[config.mk]
export PLATFORM = sky130hd
export DESIGN_NAME = mode_counter
export DESIGN_NICKNAME = d
export VERILOG_FILES = /design/src/rtl/counter_pkg.sv /design/src/rtl/mode_counter_next.sv /design/src/rtl/mode_counter.sv
export SDC_FILE = /design/constraint.sdc
export NUM_CORES = 1
export LEC_CHECK = 0
export ABC_AREA = 0
export ABC_CLOCK_PERIOD_IN_PS = 12000
export CAP_MARGIN = 20
export CORE_MARGIN = 3
export CORE_UTILIZATION = 55
export CTS_CLUSTER_DIAMETER = 30
export DETAILED_ROUTE_END_ITERATION = 6
export PLACE_DENSITY = 0.78
export SLEW_MARGIN = 20
export SYNTH_ARGS = -nofsm -noshare
export SYNTH_HDL_FRONTEND = slang
export SYNTH_HIERARCHICAL = 1
export SYNTH_SLANG_ARGS = --single-unit
[constraint.sdc]
create_clock -name clk -period 12 [get_ports clk]
set_input_delay 2.4 -clock clk [delete_from_list [all_inputs] [get_ports clk]]
set_output_delay 2.4 -clock clk [all_outputs]
set_load 0.02 [all_outputs]
[src/rtl/counter_pkg.sv]
`default_nettype none
// ============================================================================
//  Module      : counter_pkg
//  Description : Shared constants for the mode_counter block: default data
//                width and the 2-bit operation (direction) encoding that the
//                top-level priority decoder hands to the next-value logic.
//  Revision    : 1.0 - initial release
// ============================================================================
package counter_pkg;

  localparam int DEFAULT_WIDTH = 16;

  // Operation selected for the current cycle after priority decode.
  localparam logic [1:0] HOLD = 2'd0;
  localparam logic [1:0] UP   = 2'd1;
  localparam logic [1:0] DOWN = 2'd2;
  localparam logic [1:0] LOAD = 2'd3;

endpackage : counter_pkg
`default_nettype wire

[src/rtl/mode_counter_next.sv]
`default_nettype none
// ============================================================================
//  Module      : mode_counter_next
//  Description : Combinational next-count and boundary-crossing calculation.
//                All arithmetic is carried out in WIDTH+1 bits so that
//                out+step and limit+1 never lose a carry.
//  Ports       : dir       - selected operation (HOLD/UP/DOWN/LOAD)
//                cur       - current registered count
//                d_in      - load value
//                step      - count magnitude
//                limit     - inclusive upper bound of the count range
//                wrap_en   - 1 = modulo (limit+1), 0 = saturate
//                nxt       - next count value
//                cross_up  - upward boundary crossing this cycle
//                cross_dn  - downward boundary crossing this cycle
//  Revision    : 1.0 - initial release
// ============================================================================
module mode_counter_next
  import counter_pkg::*;
#(
  parameter int WIDTH = DEFAULT_WIDTH
) (
  input  logic [1:0]       dir,
  input  logic [WIDTH-1:0] cur,
  input  logic [WIDTH-1:0] d_in,
  input  logic [WIDTH-1:0] step,
  input  logic [WIDTH-1:0] limit,
  input  logic             wrap_en,
  output logic [WIDTH-1:0] nxt,
  output logic             cross_up,
  output logic             cross_dn
);

  localparam logic [WIDTH:0] c_one = {{WIDTH{1'b0}}, 1'b1};

  logic [WIDTH:0] w_cur_x;
  logic [WIDTH:0] w_step_x;
  logic [WIDTH:0] w_lim_x;
  logic [WIDTH:0] w_span;     // limit+1, number of legal values
  logic [WIDTH:0] w_sum;
  logic [WIDTH:0] w_up_wrap;
  logic [WIDTH:0] w_dn_wrap;
  logic           w_step_big; // step larger than the whole range: clamp instead of wrap

  always_comb begin
    w_cur_x    = {1'b0, cur};
    w_step_x   = {1'b0, step};
    w_lim_x    = {1'b0, limit};
    w_span     = w_lim_x + c_one;
    w_sum      = w_cur_x + w_step_x;
    w_up_wrap  = w_sum - w_span;
    // Only used when step > cur, which keeps the result below span.
    w_dn_wrap  = w_cur_x + w_span - w_step_x;
    w_step_big = (w_step_x > w_span);

    nxt      = cur;
    cross_up = 1'b0;
    cross_dn = 1'b0;

    unique case (dir)
      LOAD: begin
        nxt = (d_in > limit) ? limit : d_in;
      end
      UP, DOWN: begin
        if (step == '0) begin
          nxt = cur;
        end else if (cur > limit) begin
          // Limit was lowered underneath the count: snap to the new bound.
          nxt      = limit;
          cross_up = 1'b1;
        end else if (dir == UP) begin
          if (w_sum <= w_lim_x) begin
            nxt = w_sum[WIDTH-1:0];
          end else begin
            cross_up = 1'b1;
            nxt      = (wrap_en && !w_step_big) ? w_up_wrap[WIDTH-1:0] : limit;
          end
        end else begin
          if (w_step_x <= w_cur_x) begin
            nxt = cur - step;
          end else begin
            cross_dn = 1'b1;
            nxt      = (wrap_en && !w_step_big) ? w_dn_wrap[WIDTH-1:0] : '0;
          end
        end
      end
      default: begin
        nxt = cur;
      end
    endcase
  end

endmodule : mode_counter_next
`default_nettype wire

[src/rtl/mode_counter.sv]
`default_nettype none
// ============================================================================
//  Module      : mode_counter
//  Description : Up/down counter with programmable step and limit, modulo or
//                saturating boundary behaviour, terminal-count pulse and
//                sticky overflow/underflow flags.
//  Ports       : clk, rst            - clock, synchronous active-high reset
//                load, d_in          - load request and value
//                count_up/count_down - count requests
//                step, limit         - step magnitude, inclusive upper bound
//                wrap_en             - 1 = wrap, 0 = saturate
//                clr_flags           - clear sticky ovf/unf
//                out                 - registered count
//                at_zero, at_max     - combinational out==0 / out==limit
//                tc                  - one-cycle boundary-crossing pulse
//                ovf, unf            - sticky up/down crossing flags
//  Revision    : 1.0 - initial release
// ============================================================================
module mode_counter
  import counter_pkg::*;
#(
  parameter int               WIDTH   = DEFAULT_WIDTH,
  parameter logic [WIDTH-1:0] RST_VAL = '0
) (
  input  logic             clk,
  input  logic             rst,
  input  logic             load,
  input  logic [WIDTH-1:0] d_in,
  input  logic             count_up,
  input  logic             count_down,
  input  logic [WIDTH-1:0] step,
  input  logic [WIDTH-1:0] limit,
  input  logic             wrap_en,
  input  logic             clr_flags,
  output logic [WIDTH-1:0] out,
  output logic             at_zero,
  output logic             at_max,
  output logic             tc,
  output logic             ovf,
  output logic             unf
);

  logic [WIDTH-1:0] r_out;
  logic             r_tc;
  logic             r_ovf;
  logic             r_unf;

  logic [1:0]       w_dir;
  logic [WIDTH-1:0] w_nxt;
  logic             w_cross_up;
  logic             w_cross_dn;
  logic [WIDTH-1:0] w_rst_val;

  // Priority decode: load beats counting; opposing requests cancel.
  always_comb begin
    w_dir = HOLD;
    if (load)                       w_dir = LOAD;
    else if (count_up && count_down) w_dir = HOLD;
    else if (count_up)              w_dir = UP;
    else if (count_down)            w_dir = DOWN;
  end

  // Reset value must also respect the current range.
  assign w_rst_val = (RST_VAL > limit) ? limit : RST_VAL;

  mode_counter_next #(
    .WIDTH (WIDTH)
  ) u_next (
    .dir      (w_dir),
    .cur      (r_out),
    .d_in     (d_in),
    .step     (step),
    .limit    (limit),
    .wrap_en  (wrap_en),
    .nxt      (w_nxt),
    .cross_up (w_cross_up),
    .cross_dn (w_cross_dn)
  );

  always_ff @(posedge clk) begin
    if (rst) begin
      r_out <= w_rst_val;
      r_tc  <= 1'b0;
      r_ovf <= 1'b0;
      r_unf <= 1'b0;
    end else begin
      r_out <= w_nxt;
      r_tc  <= w_cross_up | w_cross_dn;
      // A crossing in the same cycle as a clear keeps the flag set.
      r_ovf <= w_cross_up | (r_ovf & ~clr_flags);
      r_unf <= w_cross_dn | (r_unf & ~clr_flags);
    end
  end

  assign out     = r_out;
  assign tc      = r_tc;
  assign ovf     = r_ovf;
  assign unf     = r_unf;
  assign at_zero = (r_out == '0);
  assign at_max  = (r_out == limit);

endmodule : mode_counter
`default_nettype wire

[Yosys cells after proc, flatten, opt, wreduce, memory -nomap -nowiden]
Index checks and enable logic that the tools add are counted.
Widths: inputs -> output; s select.
Word-level totals
  output and inout bits: 21
  bits in read-only memories: 0
  memories: 0
  word-level logic and storage cells: 60
  register bits: 19
  memory bits (writable): 0
  latch bits: 0
  bits of input ports: 55
Cells by class
  add/subtract/negate cells: 6
  mux-type cells: 25
  bitwise gates (word level): 6
  multiply operators: 0
  reduce and logical (&&, ||, !) cells: 8
  eq/ne operators: 5
  div/mod/pow operators: 0
  magnitude comparators: 6
  shift-type cells: 0
Operator list (count)
  $mux 16: 10
  $sub 16x16->16: 3
  $gt 16x16->1: 2
  $logic_not 16->1: 2
  $pmux 16 s2: 1
  $add 16x1->17 const B: 1
  $add 16x16->17: 1
  $gt 16x17->1: 1
  $le 17x16->1: 1
  $add 16x16->16: 1
  $eq 16x16->1: 1
  $gt 1x16->1 const A: 1
  $le 16x16->1: 1
  $mux 1: 10
  $mux 2: 4
  $eq 2x2->1 const B: 2
  $ne 3x3->1 const B: 1
  $or 1x1->1: 3
  $reduce_bool 3->1: 1
  $and 1x1->1: 2
  $eq 2x1->1 const B: 1
  $logic_and 1x1->1: 2
  $reduce_and 2->1: 1
  $reduce_or 2->1: 1
  other kinds (2): 2

[Longest topological paths before layout]
  depth in word-level cells: 11
  gate-level depth with buffers: 23
  gate-level depth less buffers: 21

[By module]
Netlist, hierarchy kept.
Modules (own cells, without submodules)
  mode_counter_next: instances 1, area each 6496.2 um2, cells each 865, sequential area each 0.0 um2
  mode_counter: instances 1, area each 757.0 um2, cells each 72, sequential area each 380.4 um2

[Worst setup path before layout]
Ideal clock, no wire load.
  path kind: input-to-reg
  from: input port step[0]
  to: register r_out[4] (netlist: out[4])
  stages: 23
  setup time: 114 ps
  arrival time: 6529 ps
  data required time: 11886 ps
  path slack: 5357 ps
  path buffers: 2
  path through: ha_1 inv_1 fa_1 o21bai_2 a21oi_1 o311ai_1 a211oi_2 o31ai_4 a21boi_0 xor2_1 ha_1 nand4_1 nor3_1 nand4b_1 a221o_1 a31o_2 a31o_1 buf_4 buf_6 mux2_1 nor2_1 o221ai_2 and2b_1
On the way
  cells in the longest elaborated chain, start to end: 10
  elaborated cells on any way between the ends: 21
  those cells by class: 4 x add/sub; 3 x order compare; 1 x eq/ne; 9 x mux; 4 x reduce/logical
RTL lines
  from (decl): RTL line mode_counter.sv:31  | input logic [WIDTH-1:0] step,
  parallel branches: the longest is 5 deep, another holds $add 16x16->17
  $mux 16 (*): RTL line mode_counter_next.sv:71  | end else if (dir == UP) begin
  $mux 16 (*): RTL line mode_counter_next.sv:67  | end else if (cur > limit) begin
  $mux 16 (*): RTL line mode_counter_next.sv:65  | if (step == '0) begin
  $pmux 16 s2 (*): RTL line mode_counter_next.sv:60  | unique case (dir)
  named net w_nxt[4]: RTL line mode_counter.sv:49  | logic [WIDTH-1:0] w_nxt;
  $mux 16 (*): RTL line mode_counter.sv:81  | if (rst) begin
  to (signal assigned): RTL line mode_counter.sv:82  | r_out <= w_rst_val;
  to (signal assigned): RTL line mode_counter.sv:87  | r_out <= w_nxt;
  to (decl): RTL line mode_counter.sv:43  | logic [WIDTH-1:0] r_out;
Mark *: on every way through the listed nets, which the timed path passes. The select of a mux whose other input is x is not followed.
A chain may end at the register's enable or synchronous reset.

[Final worst setup path]
  from: input port step[4]
  to: register r_out[8] (netlist: out[8])
Same word-level chain as after synthesis.

==> flow_metrics.py <==
metrics = {
    "sta": {
        "rsz0062_at_grt": "false",
        "fin_crit_ns": 7.80,
        "hold_violations": 0,
        "tns_ns": 0,
        "worstMarginPinSlew_ns": 1.14,
        "max_clock_freq_mhz": 128,
        "finalSetupViolCount": 0,
        "slew_headroom": 0.233,
        "period_share": 0.650,
        "slew_violations": 0,
        "skew_ns": 0.00225,
    },
    "clock_tree": {
        "postCtsSetupBuffers": 0,
        "clockBufferDepth": 2,
        "clock_sinks": 19,
        "cts_resized": 0,
        "root_buffer": "clkbuf_16",
        "insertion_delay_ns": 0.25,
        "holdBufCountCts": 0,
        "cts_tree": "yes",
        "cts-htree-levels": 1,
        "path_clk_slew_ns": 0.06,
        "cts_made_buffers": 3,
    },
    "worst_setup_path": {
        "slowest_stage": "clkdlybuf4s50_1",
        "path_cells": "clkdlybuf4s50_1 > inv_1 > ha_1 > nor3b_1 > nor3_1 > o22ai_1 > o211ai_1 > o31ai_1 > nand2b_1 > xnor2_1 > ha_1 > nand4_1 > nor3_1 > nand4b_1 > a221o_1 > a31o_2 > a31o_1 > mux2_2 > a211oi_1 > a21oi_1 > nor2b_1",
        "slowest_delay_ns": 0.56,
        "crit_type": "input pin to flop",
        "critical_path_depth": 21,
        "end_kind": "flop",
        "r2r_cells": 20,
        "cp_num_buf_inv": 2,
        "cp_max_fo": 25,
        "cp.required_ns": 12.11,
        "cp-start-kind": "input pin",
        "crit_arrival_ns": 7.91,
        "critical_path.top_delay_family": "compound AO/OA/AOI/OAI gates",
    },
    "detailed_routing": {
        "drc": 0,
        "wirelength_um": 24800,
        "num_vias": 7628,
        "route.antenna.remaining_nets": 0,
        "first_iter_violations": 938,
        "via_per_inst": 6.58,
        "drt_first_pass_iters": 5,
        "wl_per_cell_um": 21.4,
    },
    "final_layout": {
        "area_growth_pct": 12.1,
        "fill_cells": 1179,
        "multi_input_area_sq_um": 6380,
        "drive_above_1_share": 0.0435,
        "instances_no_fill": 1160,
        "antenna_cells": 0,
        "final_nets": 1193,
        "seqCellArea_sq_um": 380,
    },
    "min_path": {
        "hp-class": "flop to flop",
        "hold_depth": 2,
    },
    "die": {
        "die_w_um": 121,
        "io_pins": 76,
        "dieHeight_um": 121,
        "rows": 41,
        "die-area_sq_um": 14600,
        "floorplan.initialDensity": 0.568,
        "core-area_sq_um": 12800,
    },
    "synth": {
        "yosysWarnings": 6,
        "async_reset_ff_frac": 0,
        "netlist_area_sq_um": 7250,
        "synthCells": 937,
        "ys_ff_latch": 19,
        "synth_ff_type": "dfxtp_1",
        "synth_area_leaders": "ha_1, xnor2_1, dfxtp_1",
        "syn_avg_cell_area_sq_um": 7.74,
        "synth.distinct_cells": 87,
        "synth_edf_count": 0,
        "syn_nets": 1141,
        "ys_seq_area_frac": 0.0524,
        "synth_area_leader_cell": "ha_1",
        "synth_top_area_share": 0.226,
    },
    "global_routing": {
        "grt_max_degree": 26,
        "antenna_found_initial": 0,
        "grt_pass1_wl_um": 38400,
        "grt_pass1_vias": 7253,
        "grt_usage": 0.333,
        "grt_overflow": 0,
    },
    "placed_design": {
        "gp_congestion": 1.02,
        "dp.cells": 1156,
        "port_buffers": 75,
        "dp_hpwl_um": 20500,
    },
    "power": {
        "powerDensity_nw_per_um2": 132,
        "ir_drop_mv": 0.0624,
        "p_leak_nw": 3.57,
    },
    "outcome": {
        "status": "complete, no violations",
    },
    "job": {
        "maxCapViolations": 0,
    },
}
per-layer routing:
metal,vias to the layer above,routed length (um),global-route usage
li1,3566,-,-
met3,70,2350,0.0276
met4,0,871,0.102
met2,483,10700,0.532
met5,-,0,0
met1,3509,10900,0.475
sequential cells by signal, indices dropped and copies added (netlist names):
signal,flops
tc,1
ovf,1
unf,1
out,16
cells by family after synthesis:
logic type | after synthesis | synth area share
simple gates | 284 | 0.202
compound gates | 270 | 0.272
fa+ha+maj | 149 | 0.276
buf+inv | 112 | 0.0683
xor+xnor | 80 | 0.0966
mux | 23 | 0.0331
flops | 19 | 0.0524
layout by cell type (no fill, tap or decap), types with 18 or more instances in the layout:
| cell | n |
|---|---|
| fa_1 | 18 |
| a21oi_1 | 69 |
| nor2_1 | 79 |
| nor2b_1 | 18 |
| xnor2_1 | 62 |
| xor2_1 | 18 |
| nor3_1 | 24 |
| clkdlybuf4s50_1 | 75 |
| nand2_1 | 52 |
| nand3_1 | 24 |
| dfxtp_1 | 19 |
| ha_1 | 131 |
| inv_1 | 80 |
| o21ai_0 | 38 |
power breakdown:
group          switching [W]  leakage [nW]  internal (W)  total [W]
Clock              0.0000252        0.0409     0.0000447  0.0000699
Combinational       0.000518          3.37      0.000378   0.000897
Sequential         0.0000362         0.156     0.0000738   0.000110
Yosys cell counts, drive strengths merged, types with 10 or more instances:
| master | n |
|---|---|
| o211ai | 14 |
| o21ai | 39 |
| a21oi | 70 |
| mux2i | 15 |
| o21a | 14 |
| inv | 80 |
| fa | 18 |
| clkbuf | 13 |
| nor2 | 80 |
| a211oi | 16 |
| nand4 | 17 |
| dfxtp | 19 |
| a221oi | 10 |
| and2b | 10 |
| nor3 | 24 |
| xor2 | 18 |
| xnor2 | 62 |
| nor2b | 18 |
| buf | 18 |
| a21o | 17 |
| ha | 131 |
| nand3 | 25 |
| nor4 | 13 |
| nand2 | 52 |
cell type report:
cell class,instances,share of cell area
multi-input cells,806,0.784
well taps,172,0.0265
clock inverters,1,0.000616
repair buffers,78,0.0951
inverters,81,0.0374
flip-flops and latches,19,0.0468
clock buffers,3,0.00923
worst min-delay path, delay by kind of cell (launching register included):
family / cells / cell delay (ns)
flip-flops: 1 / 0.32
AO/OA/AOI/OAI: 1 / 0.06
AND/OR/NAND/NOR: 1 / 0.07
final timing paths:
| path | from | end | slack, ns |
|---|---|---|---|
| worst max-delay path | step[4] | out[8] | 4.20 |
| worst min-delay path | ovf | ovf | 0.49 |
| worst max register to register | out[1] | out[8] | 6.26 |
| worst min register to register | ovf | ovf | 0.49 |
stage by stage:
stage / power (W) / hold slack [ns] / area [sq um] / utilization / worst slack (ns)
after floorplan: 0.000745 / 0.580 / 7250 / - / 5.36
after global placement: 0.000970 / 0.469 / 8050 / 0.630 / 4.18
after detailed placement: 0.000971 / 0.481 / 8050 / 0.630 / 4.08
after CTS: 0.00105 / 0.494 / 8130 / 0.636 / 4.33
after global routing: 0.00116 / 0.537 / 8130 / 0.636 / 3.84
final: 0.00108 / 0.487 / 8130 / 0.636 / 4.20
Power figures use the tool's default switching activity.
